===== src/rtl/subleq_sequencer.sv =====
// subleq_sequencer: instruction FSM for the SUBLEQ machine.
// Sequences fetch/load/execute/writeback with a variable-latency memory
// handshake (timeout -> FAULT), halt detection, single-step mode, separate
// taken/not-taken PC strobes and a saturating retired-instruction counter.
//
// Ports
//   clk, rst           clock; asynchronous active-low reset
//   start              begin execution (sampled only in IDLE)
//   step_mode          return to IDLE after each instruction
//   clear              synchronous abort, highest priority after reset
//   mem_valid          memory read data valid for the current fetch
//   zero, negative     ALU flags, valid in WRITEBACK
//   c_addr, pc         branch target C and current PC
//   state              current state encoding
//   abc_ld .. pc_inc   datapath strobes
//   busy/halted/fault  status
//   instr_count        retired instructions, saturating
module subleq_sequencer #(
  parameter int unsigned          ADDR_W    = 8,
  parameter int unsigned          CNT_W     = 16,
  parameter logic [ADDR_W-1:0]    HALT_ADDR = ADDR_W'(8'hFF),
  parameter int unsigned          TIMEOUT   = 15
) (
  input  logic              clk,
  input  logic              rst,
  input  logic              start,
  input  logic              step_mode,
  input  logic              clear,
  input  logic              mem_valid,
  input  logic              zero,
  input  logic              negative,
  input  logic [ADDR_W-1:0] c_addr,
  input  logic [ADDR_W-1:0] pc,
  output logic [3:0]        state,
  output logic              abc_ld,
  output logic              mem_ab_ld,
  output logic              result_ld,
  output logic              read_en_abc,
  output logic              read_en_ab,
  output logic              write_en_b,
  output logic              pc_ld,
  output logic              pc_inc,
  output logic              busy,
  output logic              halted,
  output logic              fault,
  output logic [CNT_W-1:0]  instr_count
);

  localparam int unsigned WAIT_W = $clog2(TIMEOUT + 1);

  typedef enum logic [3:0] {
    S_IDLE         = 4'd0,
    S_FETCH_ABC    = 4'd1,
    S_LOAD_ABC     = 4'd2,
    S_FETCH_MEM_AB = 4'd3,
    S_LOAD_MEM_AB  = 4'd4,
    S_EXECUTE      = 4'd5,
    S_WRITEBACK    = 4'd6,
    S_HALT         = 4'd7,
    S_FAULT        = 4'd8
  } state_e;

  state_e              state_q, state_d;
  logic [WAIT_W-1:0]   wait_q, wait_d;
  logic [CNT_W-1:0]    cnt_q, cnt_d;
  logic                taken;

  assign taken = zero | negative;

  always_comb begin
    state_d = state_q;
    wait_d  = '0;       // any non-waiting cycle re-arms the counter for the next fetch
    cnt_d   = cnt_q;
    case (state_q)
      S_IDLE:         if (start) state_d = S_FETCH_ABC;
      S_FETCH_ABC: begin
        // mem_valid on the TIMEOUT-th wait is still accepted
        if (mem_valid)                      state_d = S_LOAD_ABC;
        else if (wait_q == WAIT_W'(TIMEOUT)) state_d = S_FAULT;
        else                                wait_d  = wait_q + 1'b1;
      end
      S_LOAD_ABC:     state_d = S_FETCH_MEM_AB;
      S_FETCH_MEM_AB: begin
        if (mem_valid)                      state_d = S_LOAD_MEM_AB;
        else if (wait_q == WAIT_W'(TIMEOUT)) state_d = S_FAULT;
        else                                wait_d  = wait_q + 1'b1;
      end
      S_LOAD_MEM_AB:  state_d = S_EXECUTE;
      S_EXECUTE:      state_d = S_WRITEBACK;
      S_WRITEBACK: begin
        if (cnt_q != '1) cnt_d = cnt_q + 1'b1;
        // a taken branch onto itself can never make progress, so treat it as halt
        if (taken && ((c_addr == HALT_ADDR) || (c_addr == pc))) state_d = S_HALT;
        else if (step_mode)                                     state_d = S_IDLE;
        else                                                    state_d = S_FETCH_ABC;
      end
      S_HALT:         state_d = S_HALT;
      S_FAULT:        state_d = S_FAULT;
      default:        state_d = S_IDLE;
    endcase
    if (clear) begin
      state_d = S_IDLE;
      wait_d  = '0;
      cnt_d   = '0;
    end
  end

  always_ff @(posedge clk or negedge rst) begin
    if (!rst) begin
      state_q <= S_IDLE;
      wait_q  <= '0;
      cnt_q   <= '0;
    end else begin
      state_q <= state_d;
      wait_q  <= wait_d;
      cnt_q   <= cnt_d;
    end
  end

  // Moore decode of the registered state; only the writeback side effects
  // depend on live inputs so that clear can suppress them in the same cycle.
  assign state       = state_q;
  assign read_en_abc = (state_q == S_FETCH_ABC);
  assign abc_ld      = (state_q == S_LOAD_ABC);
  assign read_en_ab  = (state_q == S_FETCH_MEM_AB);
  assign mem_ab_ld   = (state_q == S_LOAD_MEM_AB);
  assign result_ld   = (state_q == S_EXECUTE);
  assign write_en_b  = (state_q == S_WRITEBACK) & ~clear;
  assign pc_ld       = (state_q == S_WRITEBACK) & ~clear & taken;
  assign pc_inc      = (state_q == S_WRITEBACK) & ~clear & ~taken;
  assign halted      = (state_q == S_HALT);
  assign fault       = (state_q == S_FAULT);
  assign busy        = (state_q != S_IDLE) && (state_q != S_HALT) && (state_q != S_FAULT);
  assign instr_count = cnt_q;

endmodule


===== config.mk =====
export PLATFORM = sky130hd
export DESIGN_NAME = subleq_sequencer
export DESIGN_NICKNAME = d
export VERILOG_FILES = /design/src/rtl/subleq_sequencer.sv
export SDC_FILE = /design/constraint.sdc
export NUM_CORES = 1
export LEC_CHECK = 0
export ABC_CLOCK_PERIOD_IN_PS = 2100
export CAP_MARGIN = 40
export CORE_MARGIN = 5
export CORE_UTILIZATION = 45
export DETAILED_ROUTE_END_ITERATION = 10
export GPL_TIMING_DRIVEN = 0
export PLACE_DENSITY_LB_ADDON = 0.3
export SKIP_CTS_REPAIR_TIMING = 1
export SLEW_MARGIN = 20
export SYNTH_ARGS = -nofsm -noshare
export SYNTH_HDL_FRONTEND = slang
export SYNTH_SLANG_ARGS = --single-unit

===== constraint.sdc =====
create_clock -name clk -period 2.1 [get_ports clk]
set_input_delay 0.42 -clock clk [delete_from_list [all_inputs] [get_ports clk]]
set_output_delay 0.42 -clock clk [all_outputs]
set_load 0.01 [all_outputs]

==> metrics.log, run 1 <==
INFO  metric synth_fp_nets = 202
INFO  metric power_report.internal_total = 0.665 mW
INFO  metric regToRegSetupSlack = 170 ps
INFO  metric vdd_ir_drop_max = 0.000200 V
INFO  metric fin_cells = 286
INFO  metric cp.arrival = ~1600 ps
INFO  metric cts_htree_levels = 1
INFO  metric synth-seq-area-share = 38.2%
INFO  metric io_pins = 55
INFO  metric initial_core_util = 46.7%
INFO  metric share_of_layout_cells_above_drive_strength_1 = 14.2%
INFO  metric post_synth.cell_area_avg = 8.93 um^2
INFO  metric fillers = around 290
INFO  metric rows = 21
INFO  metric final.min_clock_period = 2020 ps
INFO  metric power_switching_share = 25.3%
INFO  metric buffer_ports.inserted = 53
INFO  metric floorplan.die.height = a little under 70 um
INFO  metric cts_made_buffers = 3
INFO  metric ys_ff_latch = 24
INFO  metric layout.cell_area.non_filler = 0.00232 mm^2
INFO  metric pre_cts_slack = -437 ps
INFO  metric syn2layout_area_growth = 47.5%
INFO  metric power_density = 384 mW/mm^2
INFO  metric drc_errors = 0
INFO  metric report.final.hold_viol_count = 0
INFO  metric slew_headroom = 50.0%
INFO  metric synth_cell_type_count = 43
INFO  metric fin_total_pwr = between 0.8 and 0.9 mW
INFO  metric postRouteAntennaNets = 0
INFO  metric overflow = 0
INFO  metric worst_setup_path_start_kind = flop
INFO  metric routed_wirelength = 4.19 mm
INFO  metric final_critical_path_setup_slack = 75.8 ps
INFO  metric global_route.usage.total = 16.9%
INFO  metric yosysWarnings = 0
INFO  metric worst-path-max-fanout = 10
INFO  metric status = completed
INFO  metric clkTransAtPathRegs = 140 ps
INFO  metric clock_tree.buffer_depth = 2
INFO  metric routed_via_count_divided_by_cell_count = 5.74
INFO  metric total_leakage_power = 1.01 nW
INFO  metric reg2reg_from = instr_count[0]
INFO  metric most_frequent_standard_cell_in_the_layout_excluding_fill_and_tap_cells = sky130_fd_sc_hd__clkdlybuf4s50_1
INFO  metric total_placed_instance_area = roughly 0.0022 mm^2
INFO  metric timing.critical_path.required = 1680 ps
INFO  metric antenna_cells_inserted = 0
INFO  metric max_slew.worst_pin.slew = roughly 740 ps
INFO  metric grt_pass1_vias = ~1600
INFO  metric drt_pre_antenna_iters = 4
INFO  metric timing_max_transition_violations_final = 0
INFO  metric grt_start_max_net_pins = 18
INFO  metric synth_cells = 176
INFO  metric final.setup.tns = 0 ps
INFO  metric fin_util = 68.9%
INFO  metric sequentialPowerShare = 53.1%
INFO  metric worst_r2r_path_depth = 6
INFO  metric die_width = between 60 and 70 um
INFO  metric clock_skew = 9.14 ps
INFO  metric synth_top_flop_cell = sky130_fd_sc_hd__dfrtp_1
INFO  metric die_area = roughly 0.0048 mm^2
INFO  metric worstSetupEndpointType = output pin
INFO  metric synth_enable_flop_cells = 0
INFO  metric final_cell_mix = sky130_fd_sc_hd__clkdlybuf4s50_1 (42), sky130_fd_sc_hd__dfrtp_1 (21), sky130_fd_sc_hd__nor2_1 (16)
INFO  metric cts.sinks = 24
INFO  metric dr_total_vias = 1641
INFO  metric ys_async_sr_fraction = 100%
INFO  metric grt_pass1_wl = a little under 7 mm
INFO  metric regToRegEndpoint = instr_count[5]
INFO  metric clock_power_share = 28.1%
INFO  metric timing.hold.worst.class = input port to asynchronous set/reset pin
INFO  metric achievable-frequency = 0.494 GHz
INFO  metric p_sw = 0.225 mW
INFO  metric dr.first_iter.drc_count = 93
INFO  metric tritoncts = yes
INFO  metric clock_tree.root_cell = sky130_fd_sc_hd__clkbuf_4
INFO  metric grt_setup_unrepaired = true
INFO  metric drv_cap = 0
INFO  metric clkLatencyLatePin = 330 ps
INFO  metric final_nets = 267
INFO  metric period_share = 96.4%
INFO  metric placed_cells = around 280
INFO  metric grt_antenna_before_repair = 0
INFO  metric pwr-share-comb = between 10% and 20%
INFO  metric coreArea = 0.00336 mm^2
INFO  metric routabilityCongestion = 0.851
INFO  metric drt-wirelength-per-cell = 14.6 um
INFO  metric dp_hpwl = 3.18 mm
INFO  metric criticalPathCategory = flop to output pin
INFO  metric synthesis.area = 0.00157 mm^2
INFO  metric setup_violations = 0
INFO  metric final.hold.worst_slack = 356 ps
## worst max-delay path, stage by stage (launching register included)
cell and delay, ps:
sky130_fd_sc_hd__dfrtp_1 440, sky130_fd_sc_hd__nand4bb_4 280, sky130_fd_sc_hd__buf_6 170, sky130_fd_sc_hd__nor2_2 110, sky130_fd_sc_hd__o21ai_2 100, sky130_fd_sc_hd__inv_1 60
sky130_fd_sc_hd__clkbuf_2 120
## cells by family after synthesis
logic type	after synthesis	synth area share (%)
buffers and inverters	13	3.66
AO/OA/AOI/OAI	38	15.3
XOR/XNOR	10	5.57
adder cells (fa/ha/maj)	2	1.59
multiplexers	4	2.87
flip-flops	24	38.2
AND/OR/NAND/NOR	85	32.8
## worst max-delay path by stage
stage | startpoint | endpoint | slack (ps) | cells after the start
floorplan | state[3] | pc_ld | 230 | 5
global placement | state[3] | pc_ld | -430 | 6
detailed placement | state[3] | pc_ld | -440 | 6
CTS | state[3] | pc_ld | -810 | 6
global route | state[0] | pc_ld | -50 | 6
finish | state[0] | pc_ld | 80 | 6
## power by group through the flow
stage / Clock [mW] / Sequential, mW / Combinational (mW)
6_report: 0.250 / 0.472 / 0.167
5_1_grt: 0.276 / 0.473 / 0.183
4_1_cts: 0.251 / 0.472 / 0.157
3_5_place_dp: 0 / 0.481 / 0.157
3_3_place_gp: 0 / 0.481 / 0.153
2_1_floorplan: 0 / 0.481 / 0.0607
## sequential cells by signal, summed over array words and instances, names as in the netlist
| name | count |
|---|---|
| wait_q | 4 |
| instr_count | 16 |
| state | 4 |
## cell usage after synthesis (2+ instances only)
library cell	instances	area share, %
sky130_fd_sc_hd__or3_1	4	1.6
sky130_fd_sc_hd__nand3b_1	2	0.96
sky130_fd_sc_hd__nand2_1	5	1.2
sky130_fd_sc_hd__nand4_1	5	2.0
sky130_fd_sc_hd__nor2b_1	3	1.2
sky130_fd_sc_hd__dfrtp_1	24	38
sky130_fd_sc_hd__o21ai_0	7	2.2
sky130_fd_sc_hd__clkbuf_1	6	1.4
sky130_fd_sc_hd__ha_1	2	1.6
sky130_fd_sc_hd__mux2_1	3	2.1
sky130_fd_sc_hd__o31ai_1	6	2.9
sky130_fd_sc_hd__nor3_1	6	1.9
sky130_fd_sc_hd__and3_1	3	1.2
sky130_fd_sc_hd__or4_1	10	4.8
sky130_fd_sc_hd__inv_1	4	0.96
sky130_fd_sc_hd__nand3_1	10	3.2
sky130_fd_sc_hd__xor2_1	9	5.0
sky130_fd_sc_hd__a31oi_1	2	0.80
sky130_fd_sc_hd__nor3b_1	4	1.9
sky130_fd_sc_hd__a21oi_1	13	4.1
sky130_fd_sc_hd__o41ai_1	3	1.7
sky130_fd_sc_hd__and4_4	2	1.4
sky130_fd_sc_hd__nor2_1	17	4.1
sky130_fd_sc_hd__nand2b_1	2	0.80
sky130_fd_sc_hd__o211ai_1	2	0.96
sky130_fd_sc_hd__nor4_1	5	2.0
## area by class of cell
| type | instances | area, um^2 | area share [%] |
|---|---|---|---|
| multi-input combinational | 139 | 948 | 40.9 |
| sequential | 24 | 604 | 26.1 |
| timing repair buffer | 60 | 596 | 25.7 |
| tap | 46 | 57.6 | 2.48 |
| buffer | 8 | 56.3 | 2.43 |
| clock buffer | 4 | 36.3 | 1.57 |
| inverter | 5 | 18.8 | 0.810 |
## routing by layer
| layer | share of wire [%] | wire [um] | track usage (%) |
|---|---|---|---|
| met5 | 0 | 0 | 0 |
| met3 | 7.0 | 295 | 4.07 |
| met1 | 40 | 1680 | 19.4 |
| met4 | 1.0 | 42 | 4.34 |
| met2 | 52 | 2170 | 31.3 |
No activity file was read; power rests on OpenSTA's default activity.
==> run 2, diff against run 1 <==
Settings changed: ABC_AREA set to 1, CORE_UTILIZATION 45 to 47.
==> run 2 against run 1 <==
  * Non-clock buffer count fell by 6
  * Via count rose by 12%
  * Global-route usage rose by 0.18 points
  * Maximum frequency fell by 0.46%
  * Synthesized area rose by 12%
  * Synthesized cell count rose by 48%
  * Register-to-register slack improved by 80 ps
  * Clock power rose by 28%
  * Hold slack improved by 120 ps
  * Total power rose by 19%
  * Critical path depth rose by 2
  * Critical path type unchanged
  * Critical endpoint is now pc_inc
  * Largest cell class unchanged
==> metrics.log, run 2 <==
INFO  metric power_density = 424 mW/mm^2 (+10%)
INFO  metric final_nets = 351 (+31%)
INFO  metric yosys.area_share.simple = 38.0% (+5.2 points)
INFO  metric synthesis.area = 0.00175 mm^2 (+12%)
INFO  metric dr_total_vias = 1846 (+12%)
INFO  metric period_share = 96.8% (+0.45 points)
INFO  metric worstSetupEndpointType = output pin
INFO  metric io_pins = 55 (unchanged)
INFO  metric grt_antenna_before_repair = 0 (unchanged)
INFO  metric fraction_of_the_mapped_netlist_area_in_adder_cells = 1.43% (-0.16 points)
INFO  metric layout.cell_area.non_filler = 0.00250 mm^2 (+8.1%)
INFO  metric timing.hold.worst.class = flop to flop
INFO  metric final.min_clock_period = 2030 ps (+9.41 ps)
INFO  metric initial_core_util = 48.2% (+1.5 points)
INFO  metric clock_tree.buffer_depth = 2 (unchanged)
INFO  metric syn2layout_area_growth = 42.9%
INFO  metric ys_top_cells_by_count = sky130_fd_sc_hd__nand2_1 (65), sky130_fd_sc_hd__inv_1 (44), sky130_fd_sc_hd__nor2_1 (33)
INFO  metric die_width = 71.1 um (+2.9%)
INFO  metric cts.sinks = 24 (unchanged)
INFO  metric overflow = 0 (unchanged)
INFO  metric regToRegEndpoint = instr_count[14]
INFO  metric number_of_flip_flops_in_the_largest_register = 16 (unchanged)
INFO  metric total_placed_instance_area = 0.00237 mm^2 (+8.9%)
INFO  metric yosysWarnings = 0 (unchanged)
INFO  metric clkTransAtPathRegs = 80 ps (-60 ps)
INFO  metric routed_wirelength = 4.46 mm (+6.5%)
INFO  metric synth_top_area_share = 34.3% (-4.0 points)
INFO  metric reg2reg_from = instr_count[0]
INFO  metric yosysTopAreaCell = sky130_fd_sc_hd__dfrtp_1
INFO  metric tritoncts = yes
INFO  metric ys_ff_latch = 24 (unchanged)
INFO  metric total_leakage_power = 1.30 nW (+29%)
INFO  metric drv_cap = 0 (unchanged)
INFO  metric synth-seq-area-share = 34.3% (-4.0 points)
INFO  metric rows = 22 (+4.8%)
INFO  metric share_of_layout_cells_above_drive_strength_1 = 12.7% (-1.5 points)
INFO  metric floorplan.die.height = 71.1 um (+2.9%)
INFO  metric synth_top_family_by_area = simple AND/OR/NAND/NOR gates
INFO  metric clock_skew = 4.12 ps (-5.03 ps)
INFO  metric clock_power_share = 30.1% (+2.0 points)
INFO  metric drt-wirelength-per-cell = 12.0 um (-18%)
INFO  metric post_synthesis_compound_gate_area_fraction = 10.1% (-5.2 points)
INFO  metric synth_enable_flop_cells = 0 (unchanged)
INFO  metric pwr-share-comb = 23.6% (+4.8 points)
INFO  metric grt_pass1_wl = 7.18 mm (+3.9%)
INFO  metric synthMostInstantiatedCell = sky130_fd_sc_hd__nand2_1
INFO  metric worstSetupEndpoint = pc_inc
INFO  metric synth_cells = 260 (+48%)
INFO  metric post_synth_mux_area_share = 0% (-2.9 points)
INFO  metric timing.critical_path.required = 1680 ps (about the same)
INFO  metric dp_hpwl = 3.47 mm (+8.9%)
INFO  metric vdd_ir_drop_max = 0.000312 V (+56%)
INFO  metric setup_violations = 0 (unchanged)
INFO  metric worst_setup_path_start_kind = flop
INFO  metric sequentialPowerShare = 46.3% (-6.8 points)
INFO  metric dr.first_iter.drc_count = 79 (-15%)
INFO  metric global_route.usage.total = 17.1% (+0.18 points)
INFO  metric synth_area_leaders = sky130_fd_sc_hd__dfrtp_1 (34%), sky130_fd_sc_hd__nand2_1 (14%), sky130_fd_sc_hd__inv_1 (9.4%)
INFO  metric criticalPathCategory = flop to output pin
INFO  metric worst_r2r_path_depth = 12 (+6)
INFO  metric slew_headroom = 59.6% (+9.7 points)
INFO  metric placed_cells = 363 (+32%)
INFO  metric p_sw = 0.298 mW (+33%)
INFO  metric post_synth.cell_area_avg = 6.74 um^2 (-24%)
INFO  metric timing.critical_path.from = state[3]
INFO  metric final.hold.worst_slack = 479 ps (+123 ps)
INFO  metric routabilityCongestion = 0.771 (-9.4%)
INFO  metric drt_pre_antenna_iters = 4 (unchanged)
INFO  metric synth_fp_nets = 286 (+42%)
INFO  metric timing_max_transition_violations_final = 0 (unchanged)
INFO  metric routed_via_count_divided_by_cell_count = 4.96 (-14%)
INFO  metric synth-xor-area-share = 4.50% (-1.1 points)
INFO  metric grt_setup_unrepaired = true
INFO  metric final_cell_mix = sky130_fd_sc_hd__nand2_1 (64), sky130_fd_sc_hd__clkdlybuf4s50_1 (43), sky130_fd_sc_hd__inv_1 (42)
INFO  metric cp.arrival = 1610 ps (about the same)
INFO  metric pre_cts_slack = -315 ps (+122 ps)
INFO  metric synth_cell_type_count = 29 (-33%)
INFO  metric cts_htree_levels = 1 (unchanged)
INFO  metric final_critical_path_setup_slack = 66.4 ps (-9.41 ps)
INFO  metric fin_cells = 372 (+30%)
INFO  metric status = completed
INFO  metric cts_made_buffers = 3 (unchanged)
INFO  metric buffer_ports.inserted = 54 (+1.9%)
INFO  metric power_switching_share = 28.0% (+2.8 points)
INFO  metric postRouteAntennaNets = 0 (unchanged)
INFO  metric power_report.internal_total = 0.764 mW (+15%)
INFO  metric fillers = 317 (+11%)
INFO  metric fin_util = 68.9% (about the same)
INFO  metric achievable-frequency = 0.492 GHz (-0.46%)
INFO  metric worst-path-max-fanout = 4 (-6)
INFO  metric max_slew.worst_pin.slew = 604 ps (-140 ps)
INFO  metric grt_pass1_vias = 1651 (+4.8%)
INFO  metric regToRegSetupSlack = 250 ps (+80 ps)
INFO  metric synth_top_flop_cell = sky130_fd_sc_hd__dfrtp_1
INFO  metric grt_start_max_net_pins = 14 (-4)
INFO  metric clkLatencyLatePin = 270 ps (-60 ps)
INFO  metric die_area = 0.00505 mm^2 (+5.8%)
INFO  metric antenna_cells_inserted = 0 (unchanged)
INFO  metric ys_async_sr_fraction = 100% (unchanged)
INFO  metric most_frequent_standard_cell_in_the_layout_excluding_fill_and_tap_cells = sky130_fd_sc_hd__nand2_1
INFO  metric coreArea = 0.00363 mm^2 (+8.0%)
INFO  metric drc_errors = 0 (unchanged)
INFO  metric clock_tree.root_cell = sky130_fd_sc_hd__clkbuf_8
INFO  metric report.final.hold_viol_count = 0 (unchanged)
run 2: per-stage QoR:
| stage | power [mW] | setup TNS [ps] |
|---|---|---|
| after global routing | 1.11 | -70.1 |
| after CTS | 1.05 | -2210 |
| final | 1.06 | 0 |
| after detailed placement | 0.737 | -735 |
| after global placement | 0.730 | -680 |
| after floorplan | 0.608 | 0 |
run 2: power by group through the flow:
stage / logic (mW) / registers (mW) / clock network [mW]
after floorplan: 0.108 / 0.500 / 0
after global placement: 0.232 / 0.498 / 0
after detailed placement: 0.239 / 0.498 / 0
after CTS: 0.240 / 0.489 / 0.320
after global routing: 0.274 / 0.495 / 0.338
final: 0.250 / 0.492 / 0.319
run 2: area by class of cell:
type                       count  area [um^2]  share of cell area, %
tap                           48         60.1                   2.40
timing repair buffer          60          613                   24.5
multi-input combinational    187          967                   38.6
inverter                      47          181                   7.24
buffer                         2         23.8                  0.949
clock buffer                   4         55.1                   2.20
sequential                    24          604                   24.1
run 2: worst min path at each step:
stage / cells after the start / end / from / slack [ps]
floorplan: 0 / instr_count[0] / rst / 120
global placement: 1 / wait_q[0] / wait_q[0] / 460
detailed placement: 1 / wait_q[0] / wait_q[0] / 470
CTS: 1 / wait_q[0] / wait_q[0] / 480
global route: 1 / wait_q[0] / wait_q[0] / 540
finish: 1 / wait_q[0] / wait_q[0] / 480
run 2: kinds of logic (layout without fill, tap and decap cells):
group,Yosys count,count (layout)
compound gates,31,31
xor+xnor,9,9
fa+ha+maj,2,2
buf+inv,49,113
flops,24,24
simple gates,145,145
run 2: routing by layer:
metal	GRT usage, %	up-vias	wire (um)
met5	0	-	0
met4	4.80	0	41
met3	2.84	5	257
met2	29.4	57	2120
met1	22.2	828	2040
li1	-	956	-
run 2: worst max-delay path, stage by stage, from the launching register on:
cell and delay, ps:
sky130_fd_sc_hd__dfrtp_1 410, sky130_fd_sc_hd__inv_2 90, sky130_fd_sc_hd__nand2_2 100, sky130_fd_sc_hd__nor3_4 220, sky130_fd_sc_hd__inv_2 80, sky130_fd_sc_hd__nor2_4 120, sky130_fd_sc_hd__inv_1 70, sky130_fd_sc_hd__nor3_1 110
sky130_fd_sc_hd__buf_2 150
